<file path="config.mk">
export PLATFORM = sky130hd
export DESIGN_NAME = hub75_scan_ctrl
export DESIGN_NICKNAME = d
export VERILOG_FILES = /design/src/rtl/hub75_pkg.sv /design/src/rtl/hub75_scan_ctrl.sv
export SDC_FILE = /design/constraint.sdc
export NUM_CORES = 1
export LEC_CHECK = 0
export ABC_AREA = 1
export CAP_MARGIN = 20
export CORE_MARGIN = 2
export CORE_UTILIZATION = 45
export CTS_BUF_LIST = sky130_fd_sc_hd__clkbuf_16
export DETAILED_ROUTE_END_ITERATION = 6
export GPL_TIMING_DRIVEN = 0
export HOLD_SLACK_MARGIN = 0.15
export PLACE_DENSITY = 0.7
export SLEW_MARGIN = 20
export SYNTH_ARGS = -nofsm -noshare
export SYNTH_HDL_FRONTEND = slang
export SYNTH_SLANG_ARGS = --single-unit
export TNS_END_PERCENT = 5
</file>
<file path="constraint.sdc">
create_clock -name pll_clk -period 2.6 [get_ports pll_clk]
set_clock_uncertainty 0.05 [all_clocks]
set_input_delay 0.52 -clock pll_clk [delete_from_list [all_inputs] [get_ports pll_clk]]
set_output_delay 0.52 -clock pll_clk [all_outputs]
set_load 0.05 [all_outputs]
</file>
<file path="src/rtl/hub75_pkg.sv">
// Shared definitions for the HUB75 scan controller.
//   state_e      : scan FSM states
//   CH_*         : bit position of each colour channel in the {r0,g0,b0,r1,g1,b1}
//                  packing used by both rd_data (BPP bits each) and hub_rgb (1 bit each)
//   COL_W/ROW_W/PLANE_W : index widths for the default 64x64, 4-bit panel
package hub75_pkg;

  typedef enum logic [2:0] {
    S_IDLE,
    S_SHIFT,
    S_BLANK,
    S_LATCH,
    S_DISPLAY
  } state_e;

  localparam int NUM_CH = 6;
  localparam int CH_R0  = 5;
  localparam int CH_G0  = 4;
  localparam int CH_B0  = 3;
  localparam int CH_R1  = 2;
  localparam int CH_G1  = 1;
  localparam int CH_B1  = 0;

  localparam int DEF_COLS    = 64;
  localparam int DEF_ROWS    = 32;
  localparam int DEF_BPP     = 4;
  localparam int DEF_BASE_ON = 16;

  // Index width that never collapses to zero bits for a single-entry range.
  function automatic int clog2_min1(input int v);
    return (v > 1) ? $clog2(v) : 1;
  endfunction

  localparam int COL_W   = clog2_min1(DEF_COLS);
  localparam int ROW_W   = clog2_min1(DEF_ROWS);
  localparam int PLANE_W = clog2_min1(DEF_BPP);

endpackage

</file>
<file path="src/rtl/hub75_scan_ctrl.sv">
// HUB75 scan controller: for each row pair and bit plane, fetch COLS pixel pairs
// from the frame buffer, shift the selected plane bit into the panel, latch it,
// then light the row for BASE_ON<<plane cycles (binary-weighted modulation).
// Ports:
//   pll_clk, rst_n  : the only clock; asynchronous active-low reset
//   enable          : run the scan (sampled in IDLE and at the end of each plane)
//   rd_addr/rd_data : frame-buffer read port {row,col}, one cycle read latency
//   hub_clk, hub_lat, hub_oe_n, hub_addr, hub_rgb : panel interface, all registered
//   frame_start     : one-cycle pulse on the first shift cycle of row 0, plane 0
module hub75_scan_ctrl
  import hub75_pkg::*;
#(
  parameter  int COLS       = DEF_COLS,
  parameter  int ROWS       = DEF_ROWS,
  parameter  int BPP        = DEF_BPP,
  parameter  int BASE_ON    = DEF_BASE_ON,
  localparam int COL_BITS   = clog2_min1(COLS),
  localparam int ROW_BITS   = clog2_min1(ROWS),
  localparam int PLANE_BITS = clog2_min1(BPP)
) (
  input  logic                         pll_clk,
  input  logic                         rst_n,
  input  logic                         enable,
  output logic [ROW_BITS+COL_BITS-1:0] rd_addr,
  input  logic [NUM_CH*BPP-1:0]        rd_data,
  output logic                         hub_clk,
  output logic                         hub_lat,
  output logic                         hub_oe_n,
  output logic [ROW_BITS-1:0]          hub_addr,
  output logic [NUM_CH-1:0]            hub_rgb,
  output logic                         frame_start
);

  localparam int SHIFT_W = $clog2(2*COLS+2);
  localparam int DISP_W  = $clog2(BASE_ON << (BPP-1)) + 1;

  // Shift-phase landmarks: last read address, last valid read data, last cycle.
  localparam logic [SHIFT_W-1:0] K_LAST_RD   = SHIFT_W'(2*COLS-2);
  localparam logic [SHIFT_W-1:0] K_LAST_DATA = SHIFT_W'(2*COLS-1);
  localparam logic [SHIFT_W-1:0] K_LAST      = SHIFT_W'(2*COLS+1);

  state_e                       state_q, state_d;
  logic [SHIFT_W-1:0]           k_q, k_d;
  logic [DISP_W-1:0]            disp_q, disp_d;
  logic [ROW_BITS-1:0]          row_q, row_d;
  logic [PLANE_BITS-1:0]        plane_q, plane_d;

  logic [ROW_BITS+COL_BITS-1:0] rd_addr_q, rd_addr_d;
  logic                         hub_clk_q, hub_clk_d;
  logic                         hub_lat_q, hub_lat_d;
  logic                         hub_oe_n_q, hub_oe_n_d;
  logic [ROW_BITS-1:0]          hub_addr_q, hub_addr_d;
  logic [NUM_CH-1:0]            hub_rgb_q, hub_rgb_d;
  logic                         frame_start_q, frame_start_d;

  logic [DISP_W-1:0]            disp_last;
  logic [NUM_CH-1:0]            plane_bits;

  assign disp_last = DISP_W'((BASE_ON << plane_q) - 1);

  // Select bit `plane` out of each BPP-bit channel of the fetched pixel pair.
  always_comb begin
    plane_bits = '0;
    for (int ch = 0; ch < NUM_CH; ch++) begin
      for (int b = 0; b < BPP; b++) begin
        if (PLANE_BITS'(b) == plane_q) plane_bits[ch] = rd_data[ch*BPP + b];
      end
    end
  end

  // Next-state and counter logic.
  always_comb begin
    // NOTE: every variable gets a default before the case so no path leaves it
    // unassigned; otherwise synthesis infers a latch to hold the old value.
    state_d = state_q;
    k_d     = k_q;
    disp_d  = disp_q;
    row_d   = row_q;
    plane_d = plane_q;

    unique case (state_q)
      S_IDLE: begin
        row_d   = '0;
        plane_d = '0;
        k_d     = '0;
        if (enable) state_d = S_SHIFT;
      end
      S_SHIFT: begin
        if (k_q == K_LAST) state_d = S_BLANK;
        else               k_d     = k_q + SHIFT_W'(1);
      end
      S_BLANK: state_d = S_LATCH;
      S_LATCH: begin
        state_d = S_DISPLAY;
        disp_d  = '0;
      end
      S_DISPLAY: begin
        if (disp_q == disp_last) begin
          k_d = '0;
          if (plane_q == PLANE_BITS'(BPP-1)) begin
            plane_d = '0;
            row_d   = (row_q == ROW_BITS'(ROWS-1)) ? '0 : row_q + ROW_BITS'(1);
          end else begin
            plane_d = plane_q + PLANE_BITS'(1);
          end
          if (enable) begin
            state_d = S_SHIFT;
          end else begin
            state_d = S_IDLE;
            row_d   = '0;
            plane_d = '0;
          end
        end else begin
          disp_d = disp_q + DISP_W'(1);
        end
      end
      default: state_d = S_IDLE;
    endcase
  end

  // Outputs are registered from the *next* state/counters, so each output flop
  // shows the value belonging to the cycle that state_q/k_q describe.
  // hub_rgb is the exception: it captures rd_data in the cycle it is valid
  // (odd k), so it appears one cycle later, ahead of the hub_clk high cycle.
  always_comb begin
    rd_addr_d     = rd_addr_q;
    hub_addr_d    = hub_addr_q;
    hub_rgb_d     = hub_rgb_q;
    hub_clk_d     = (state_d == S_SHIFT) && k_d[0] && (k_d >= SHIFT_W'(3));
    hub_lat_d     = (state_d == S_LATCH);
    hub_oe_n_d    = (state_d != S_DISPLAY);
    frame_start_d = (state_d == S_SHIFT) && (k_d == '0) && (row_d == '0) && (plane_d == '0);

    if ((state_d == S_SHIFT) && !k_d[0] && (k_d <= K_LAST_RD))
      rd_addr_d = {row_d, COL_BITS'(k_d >> 1)};
    if ((state_q == S_SHIFT) && k_q[0] && (k_q <= K_LAST_DATA))
      hub_rgb_d = plane_bits;
    // Row address moves only in BLANK, where the panel is dark.
    if (state_q == S_BLANK)
      hub_addr_d = row_q;

    if (state_d == S_IDLE) begin
      rd_addr_d  = '0;
      hub_addr_d = '0;
      hub_rgb_d  = '0;
    end
  end

  always_ff @(posedge pll_clk or negedge rst_n) begin
    if (!rst_n) begin
      state_q       <= S_IDLE;
      k_q           <= '0;
      disp_q        <= '0;
      row_q         <= '0;
      plane_q       <= '0;
      rd_addr_q     <= '0;
      hub_clk_q     <= 1'b0;
      hub_lat_q     <= 1'b0;
      hub_oe_n_q    <= 1'b1;
      hub_addr_q    <= '0;
      hub_rgb_q     <= '0;
      frame_start_q <= 1'b0;
    end else begin
      // NOTE: non-blocking assignments make every flop sample pre-edge values,
      // so the order of these lines does not matter.
      state_q       <= state_d;
      k_q           <= k_d;
      disp_q        <= disp_d;
      row_q         <= row_d;
      plane_q       <= plane_d;
      rd_addr_q     <= rd_addr_d;
      hub_clk_q     <= hub_clk_d;
      hub_lat_q     <= hub_lat_d;
      hub_oe_n_q    <= hub_oe_n_d;
      hub_addr_q    <= hub_addr_d;
      hub_rgb_q     <= hub_rgb_d;
      frame_start_q <= frame_start_d;
    end
  end

  assign rd_addr     = rd_addr_q;
  assign hub_clk     = hub_clk_q;
  assign hub_lat     = hub_lat_q;
  assign hub_oe_n    = hub_oe_n_q;
  assign hub_addr    = hub_addr_q;
  assign hub_rgb     = hub_rgb_q;
  assign frame_start = frame_start_q;

endmodule

</file>
=== Yosys cells after proc, flatten, opt, wreduce, memory -nomap -nowiden ===
Cells that the tools add are included.
Widths: inputs -> output; s select.

* Flip-flop bits (word level): 52
* Output and inout port bits: 26
* Bits of input ports: 27
* Word-level logic and storage cells: 106

* Multiplexer cells: 49
* Reductions and logical operators: 21
* Magnitude comparators: 3
* Add/sub/neg operators: 5
* Eq/ne operators: 15
* Shift-type cells: 1

{| class="wikitable"
|+ Operators by type and width
! operator !! count
|-
| $mux 5 || 6
|-
| $mux 1 || 25
|-
| $mux 8 || 3
|-
| $pmux 8 s3 || 1
|-
| $mux 11 || 2
|-
| $add 8x1->8 const B || 2
|-
| $le 8x7->1 const B || 2
|-
| $pmux 8 s2 || 1
|-
| $pmux 3 s5 || 1
|-
| $mux 6 || 2
|-
| $pmux 5 s2 || 1
|-
| $eq 3x2->1 const B || 3
|-
| $logic_and 1x1->1 || 9
|-
| $mux 3 || 3
|-
| $eq 8x8->1 || 1
|-
| $eq 8x8->1 const B || 1
|-
| $ge 8x2->1 const B || 1
|-
| $logic_not 8->1 || 1
|-
| $reduce_bool 2->1 || 4
|-
| $shl 5x2->8 const A || 1
|-
| $sub 8x2->8 const B || 1
|-
| $eq 3x1->1 const B || 2
|-
| $logic_not 3->1 || 2
|-
| $mux 2 || 3
|-
| 14 further kinds || 16
|}

=== Logic depth before layout (Yosys ltp) ===
Gate-level depths: netlist of the first run.

* Depth in word-level cells: 10
* Mapped depth: 19
* Gate-level depth less buffers: 17

=== Worst setup path before layout of the first run ===
No wires, ideal clock.

* Kind: flip-flop to flip-flop
* Start point: reg plane_q[1]
* End point: reg rd_addr_q[4], in the netlist rd_addr[4]
* Setup slack: 525 ps
* Period minus slack after synthesis: 2075 ps
* Arrival time: 1900 ps
* Data required time: 2426 ps
* Stages on the path, launching flop included: 17
* Buffers on the path: 2
* Setup time: 124 ps
* Cells stage by stage: dfrtp_1 > inv_1 > ha_1 > buf_6 > inv_2 > nand2_1 > nand3_1 > inv_1 > nor2_2 > nand2_2 > nand2_4 > nand2_2 > inv_2 > nand4_2 > buf_4 > nand3_1 > o21ai_1

* Word-level cells in the longest chain between the ends: 9
* Elaborated cells between the ends (all ways): 16
* Classes of those cells: add/sub (1); order compare (1); eq/ne (2); shift (1); mux (6); reduce/logical (5)

{| class="wikitable"
|+ Ends and longest elaborated chain
! element !! line !! source
|-
| start: declaration || hub75_scan_ctrl.sv:46 || <nowiki>logic [PLANE_BITS-1:0] plane_q, plane_d;</nowiki>
|-
| start signal: assignment || hub75_scan_ctrl.sv:170 || <nowiki>plane_q <= plane_d;</nowiki>
|-
| $shl 5x2->8 (*) || hub75_scan_ctrl.sv:59 || <nowiki>assign disp_last = DISP_W'((BASE_ON << plane_q) - 1);</nowiki>
|-
| $sub 8x2->8 (*) || hub75_scan_ctrl.sv:59 ||
|-
| $eq 8x8->1 (*) || hub75_scan_ctrl.sv:98 || <nowiki>if (disp_q == disp_last) begin</nowiki>
|-
| $mux 3 (*) || hub75_scan_ctrl.sv:98 ||
|-
| $pmux 3 s5 (*) || hub75_scan_ctrl.sv:81 || <nowiki>unique case (state_q)</nowiki>
|-
| via state_d[2] || hub75_scan_ctrl.sv:42 || <nowiki>state_e state_q, state_d;</nowiki>
|-
| $eq 3x1->1 || hub75_scan_ctrl.sv:134 || <nowiki>if ((state_d == S_SHIFT) && !k_d[0] && (k_d <= K_LAST_RD))</nowiki>
|-
| $logic_and 1x1->1 (2 in a row) || hub75_scan_ctrl.sv:134 ||
|-
| $reduce_bool 2->1 (no line) || n/a ||
|-
| end signal: assignment || hub75_scan_ctrl.sv:171 || <nowiki>rd_addr_q <= rd_addr_d;</nowiki>
|-
| end: declaration || hub75_scan_ctrl.sv:48 || <nowiki>logic [ROW_BITS+COL_BITS-1:0] rd_addr_q, rd_addr_d;</nowiki>
|}

The timed path passes the listed nets; every way through them passes the cells marked *. The select of a mux whose other input is x is not followed.
A chain may end at the register's enable or synchronous reset.

=== Worst setup path in the final report of the first run ===
* Start point: reg plane_q[1]
* End point: reg hub_rgb_q[4], in the netlist hub_rgb[4]

* Word-level cells in the longest chain between the ends: 7
* Elaborated cells between the ends (all ways): 17
* Classes of those cells: add/sub (1); eq/ne (4); shift (1); mux (8); reduce/logical (3)

{| class="wikitable"
|+ Ends and longest elaborated chain
! element !! line !! source
|-
| $shl 5x2->8 (*) || hub75_scan_ctrl.sv:59 ||
|-
| $sub 8x2->8 (*) || hub75_scan_ctrl.sv:59 ||
|-
| $eq 8x8->1 (*) || hub75_scan_ctrl.sv:98 ||
|-
| $mux 3 (*) || hub75_scan_ctrl.sv:98 ||
|-
| $pmux 3 s5 (*) || hub75_scan_ctrl.sv:81 ||
|-
| via state_d[2] || hub75_scan_ctrl.sv:42 ||
|-
| $logic_not 3->1 (*) || hub75_scan_ctrl.sv:142 || <nowiki>if (state_d == S_IDLE) begin</nowiki>
|-
| $mux 6 or $reduce_bool 2->1 (tied branches) || n/a ||
|-
| end signal: assignment || hub75_scan_ctrl.sv:176 || <nowiki>hub_rgb_q <= hub_rgb_d;</nowiki>
|-
| end: declaration || hub75_scan_ctrl.sv:53 || <nowiki>logic [NUM_CH-1:0] hub_rgb_q, hub_rgb_d;</nowiki>
|}

Marks and branches as above.

==> reports/qor.csv, run 1 <==
metric;value;unit
# fillers;601;
drt pass-1 iters;4;
Worst Path Required;2710;ps
# diodes;0;
fin nets;499;
Async SR Flop Fraction;100.0;%
syn_nets;437;
port bufs;52;
Starting Density;46.01;%
Cell Rows;30;
final slew viol count;0;
clk slew on worst S/H paths;70;ps
vias in the first global route;2697;
RSZ-0062 raised after global routing;no;
Synth Warn #;0;
startpoint types;flop;
Final GP Congestion;0.8663;
Layout area overhead;26.55;%
synth unique cells;38;
status;finished clean;
top-count cell post-synth;nand2_1;
mapped cell area;3092;um^2
DP HPWL;5.583;mm
clk sinks;52;
worst vdd ir;0.2559;mV
Die Wd;86.89;um
Post-DRT Antenna Nets;0;
number of H-tree levels;2;
setup_tns;0;ps
Synth Area per Inst;7.729;um^2
maximum root-to-sink buffer count;2;
1st-iter DRT viols;120;
share of the synthesized area in the top cell type;41.28;%
Yosys reg bits;52;
chip height;86.89;um
min cycle time layout;2375;ps
CTS buffer count;5;
number of max-cap violations;0;
crit share post-route;91.35;%
Total GRT Usage;20.40;%
cell taking the most area after synthesis;dfrtp_1;
delay-heaviest family, CP;simple AND/OR/NAND/NOR gates;
leak pwr;0.001879;uW
Multi-input gate area;1534;um^2
routed vias;2806;
final worst slack;224.8;ps
Die ar.;7550;um^2
Post-synth EDFFs;0;
Skew-Pair Late Insertion Delay;290;ps
final setup fails;0;
crit path from;plane_q[1];
measured slew at the worst slew-check pin;646.8;ps
CP Capture Type;flop;
Critical R2R Launch;plane_q[1];
Mapped Cells;400;
core area;6719;um^2
crit path DAT;2490;ps
crit-path cells;inv_1 > ha_1 > buf_6 > inv_2 > nand2_1 > nand3_1 > nand2_1 > nor2_2 > nand2_4 > nand2_4 > nand2_2 > inv_4 > nand4_2 > buf_4 > nand3_1 > o21ai_1;
WL/cell;13.59;um
WP buf/inv;5;
Primary FF master, synth;dfrtp_1;
drt drc;0;
I/O pin count;53;
grt ovf;0;
sequential cell area;1304;um^2
crit path max fanout;10;
max incr delay on CP;420;ps
initial antenna violation count;0;
PwrDens;421.3;nW/um^2
first-pass GRT wire length;12.24;mm
Worst Setup Path Type;flop to flop;
largest net degree at the start of global routing;53;
max_slew headroom;56.88;%
share of layout cells above drive strength 1;12.10;%
Final Hold Fails;0;
vias per cell;5.168;
Fmax achieved;421.0;MHz
CTS tree;done;
root buffer cell;clkbuf_16;
final WL;7.382;mm
hold_ws;209.6;ps
dpl ws;125.8;ps
share of the yosys chip area belonging to registers;42.13;%
slowest stage cell, crit path;dfrtp_2;
class of the worst hold path;input port to asynchronous set/reset pin;
largest cells by area after synthesis;dfrtp_1 41%, nand2_1 10%, nand3_1 8.1%;
most frequent cells after synthesis;85 x nand2_1, 51 x dfrtp_1, 50 x nand3_1;
## per-stage QoR
stage	cell area (um^2)	util [%]	total power [uW]	std cells
after global placement	3712	55.25	927.5	532
after CTS	3877	57.71	1674	540
final	3913	58.23	1648	543
after floorplan	3092	-	858.6	400
after global routing	3913	58.23	1707	543
after detailed placement	3710	55.21	927.2	532
## state kept, by name, summed over array words and instances, names as in the netlist
register     flops
hub_oe_n         1
hub_addr         5
row_q            5
frame_start      1
hub_rgb          6
rd_addr         11
state_q          3
hub_lat          1
disp_q           8
k_q              8
hub_clk          1
plane_q          2
## worst reg2reg max path, stage by stage (launching register included)
cell     delay [ps]
dfrtp_2         420
inv_1            80
ha_1            190
buf_6           140
inv_2            50
nand2_1          50
nand3_1          90
nand2_1          70
nor2_2          120
nand2_4         110
nand2_4         150
nand2_2         120
inv_4           110
nand4_2         140
buf_4           220
nand3_1          70
o21ai_1          70
## where the power goes
part | leakage [uW] | total, uW | switching [uW] | internal, uW
sequential | 0.000626 | 816 | 2.60 | 813
clock | 0.0000856 | 738 | 284 | 454
combinational | 0.00117 | 94.2 | 47.0 | 47.2
## layout make-up
| type | count | area share [%] |
|---|---|---|
| well taps | 80 | 2.558 |
| inverters | 53 | 5.149 |
| plain buffers | 10 | 1.663 |
| clock inverters | 3 | 1.087 |
| flip-flops and latches | 52 | 33.32 |
| multi-input cells | 285 | 39.21 |
| repair buffers | 55 | 13.82 |
| clock buffers | 5 | 3.198 |
## logic make-up (layout without fill, tap and decap cells)
kind of cell	Yosys count	in the layout	share of synthesized area [%]
xor gates and xnor gates	5	5	1.416
DFF	52	52	42.13
AOI/OAI and AO/OA	67	67	12.42
adders and majority gates	10	10	4.047
buffers and inverters	63	126	8.539
and+or+nand+nor	203	203	31.45
## worst paths after layout
kind | cells past startpoint | slack [ps] | end
setup / recovery | 16 | 220 | hub_rgb[4]
hold / removal | 1 | 210 | disp_q[5]
setup reg to reg | 16 | 220 | hub_rgb[4]
hold reg to reg | 2 | 450 | rd_addr[1]
max in group asynchronous | 1 | 1820 | plane_q[1]
min in group pll_clk | 2 | 450 | rd_addr[1]
## placed cells by master (no fill, tap or decap), types with 2 or more instances in the layout
master and count:
nand2_1 85, clkdlybuf4s50_1 51, nand3_1 50, dfrtp_1 50, inv_1 41, nor2_1 31
o21ai_0 20, o21ai_1 19, inv_2 12, a21oi_1 10, ha_1 10, buf_4 7
nor3_1 6, a22oi_1 6, nor2_2 5, nand2_2 5, nand4_1 5, xor2_1 5
clkbuf_16 5, clkbuf_1 4, nand2_4 3, nand3b_1 3, nor3_2 3, o211ai_1 3
buf_6 2, a21oi_2 2, nor3b_1 2
## routing by layer
layer / vias to the layer above / GRT usage, % / wire length (um)
met5: - / 0 / 0
met4: 0 / 7.386 / 135
met3: 8 / 3.412 / 372
met2: 70 / 34.07 / 3519
met1: 1283 / 26.63 / 3355
li1: 1445 / - / -
## repair_timing
| item | in CTS | in global routing |
|---|---|---|
| endpoints found under the setup margin | 0 | 23 |
| setup buffers | 0 | 3 |
| resized for setup | 0 | 4 |
| hold buffers | 0 | 0 |
(Power assumes the default switching activity.)
==> run 2, diff against run 1 <==
clock period = 2.3 ns   (was 2.6 ns; I/O delays follow)
==> run 2 against run 1 <==
Total power rose by 13%. Clock power is 14% higher. Setup slack worse by 110 ps. Global-route usage barely moved. Worst hold slack worse by 73 ps. Die area is the same. First-iteration DRC count grew 62%. Via count grew 3.4%. Maximum frequency up 8.7%. Sequential share of layout area down 1.8 points. Final cell count increased by 2.0%. Non-clock buffer count rose by 11. Largest power group unchanged.
==> reports/qor.csv, run 2 (synthesis results as in run 1) <==
metric;value;unit;change
hold buffer count at cts;0;;unchanged
Final GP Congestion;0.8663;;unchanged
Metal-1 WL;3.532;mm;+5.3%
first-pass GRT wire length;12.29;mm;+0.39%
class of the worst hold path;input port to asynchronous set/reset pin;;
drt drc;0;;unchanged
final setup fails;0;;unchanged
share of layout cells above drive strength 1;19.20;%;+7.1 points
Critical R2R Launch;plane_q[1];;
CP Capture Type;flop;;
final WL;7.774;mm;+5.3%
RSZ-0062 raised after global routing;yes;;
DP HPWL;5.583;mm;unchanged
Cell Rows;30;;unchanged
Fmax achieved;457.8;MHz;+8.7%
1st-iter DRT viols;194;;+62%
R2R setup slack;120;ps;-110 ps
sequential cell area;1305;um^2;about the same
port bufs;52;;unchanged
setup_tns;0;ps;unchanged
CTS tree;done;;
Total GRT Usage;20.44;%;+0.040 points
max reg flops;11;;unchanged
Post-DRT Antenna Nets;0;;unchanged
maximum root-to-sink buffer count;2;;unchanged
largest net degree at the start of global routing;53;;unchanged
routed vias;2902;;+3.4%
clk sinks;52;;unchanged
core area;6719;um^2;unchanged
initial antenna violation count;0;;unchanged
chip height;86.89;um;unchanged
Starting Density;46.01;%;unchanged
grt ovf;0;;unchanged
reg-to-reg endpoint;frame_start;;
crit-path cells;inv_2 > ha_4 > buf_6 > inv_2 > nand2_2 > nand3_4 > nand3_2 > nor2_4 > buf_4 > nand2_1 > o21ai_0 > o22ai_2 > nor2_1 > nand2_1 > nor2_2;;
number of max-cap violations;0;;unchanged
Design Area, Final;4135;um^2;+5.7%
fin util;61.55;%;+3.3 points
most frequent cells in the layout;79 x nand2_1, 51 x clkdlybuf4s50_1, 49 x dfrtp_1, 45 x nand3_1, 39 x inv_1;;
Die ar.;7550;um^2;unchanged
crit share post-route;94.96;%;+3.6 points
I/O pin count;53;;unchanged
Top Metal Used;met4;;
# fillers;571;;-5.0%
Layout area overhead;33.75;%;
Worst Setup Path Type;flop to flop;;
max incr delay on CP;420;ps;about the same
min cycle time layout;2184;ps;-191.0 ps
worst-case reg-to-reg path depth;15;;-1
vias per cell;5.238;;+1.4%
measured slew at the worst slew-check pin;654.3;ps;+7.479 ps
Skew-Pair Late Insertion Delay;290;ps;about the same
status;finished clean;;
final slew viol count;0;;unchanged
fin nets;510;;+2.2%
slowest stage cell, crit path;dfrtp_2;;
number of H-tree levels;2;;unchanged
WL/cell;14.03;um;+3.2%
Worst Path Required;2480;ps;-230 ps
worst vdd ir;0.3411;mV;+33%
most common cell after layout, fill and taps aside;nand2_1;;
crit path DAT;2360;ps;-130 ps
Final Hold Fails;0;;unchanged
Met2 Routed Length;3.675;mm;+4.4%
CTS buffer count;5;;unchanged
Multi-input gate area;1659;um^2;+8.2%
drt pass-1 iters;4;;unchanged
met3 WL post-DR;389;um;+4.6%
placed cell count;532;;unchanged
max_slew headroom;56.38;%;-0.50 points
clk slew on worst S/H paths;70;ps;about the same
PwrDens;452.1;nW/um^2;+7.3%
vias in the first global route;2709;;+0.44%
leak pwr;0.001972;uW;+5.0%
Final Non-Filler Cells;554;;+2.0%
hold_ws;136.4;ps;-73.22 ps
crit path max fanout;7;;-3
Die Wd;86.89;um;unchanged
# diodes;0;;unchanged
area of placed instances;3710;um^2;unchanged
startpoint types;flop;;
root buffer cell;clkbuf_16;;
## run 2: changes by cell type in the layout (fill, tap and decap cells not counted), sizes merged
cell,previous run,this run
buf,10,21
## run 2: worst max path at each step
stage / startpoint / endpoint / slack, ps / cells past startpoint
after floorplan: plane_q[1] / rd_addr[4] / 230 / 16
after global placement: rst_n / rd_addr[1] / -880 / 1
after detailed placement: plane_q[1] / hub_rgb[4] / -170 / 16
after CTS: plane_q[1] / rd_addr[2] / 20 / 18
after global routing: plane_q[1] / frame_start / -20 / 15
final: plane_q[1] / frame_start / 120 / 15
## run 2: power breakdown
part,internal [uW],total [uW],switching (uW)
sequential,919,922,3.03
combinational,53.4,107,53.6
clock,513,840,327
## run 2: critical path, delay by kind of cell (launching register included)
kind,cells,cell delay (ps)
AO/OA/AOI/OAI,2,260
flip-flops,1,420
buffers and inverters,4,400
adder cells (fa/ha/maj),1,150
AND/OR/NAND/NOR,8,840
## run 2: cell type report
type	count	share of cell area, %
Inverter	53	4.932
Clock buffer	5	3.026
Multi-Input combinational cell	285	40.12
Sequential cell	52	31.56
Clock inverter	3	1.029
Tap cell	80	2.421
Timing Repair Buffer	66	15.16
Buffer	10	1.755
## run 2: per-stage QoR
step / worst slack, ps / total power (uW)
after CTS: 22.79 / 1892
after global placement: -875.2 / 1048
after floorplan: 225.1 / 970.6
after detailed placement: -174.2 / 1048
after global routing: -20.08 / 1935
final: 115.8 / 1869
## run 2: layer usage
metal | global-route usage, % | up-vias
li1 | - | 1465
met1 | 26.63 | 1353
met2 | 34.49 | 72
met3 | 3.318 | 12
met4 | 6.960 | 0
met5 | 0 | -
## run 2: what timing repair did
action | 4_1_cts | 5_1_grt
resized for setup | 6 | 34
setup endpoints to repair | 23 | 24
buffers inserted | 3 | 11
pin swaps | 1 | 15
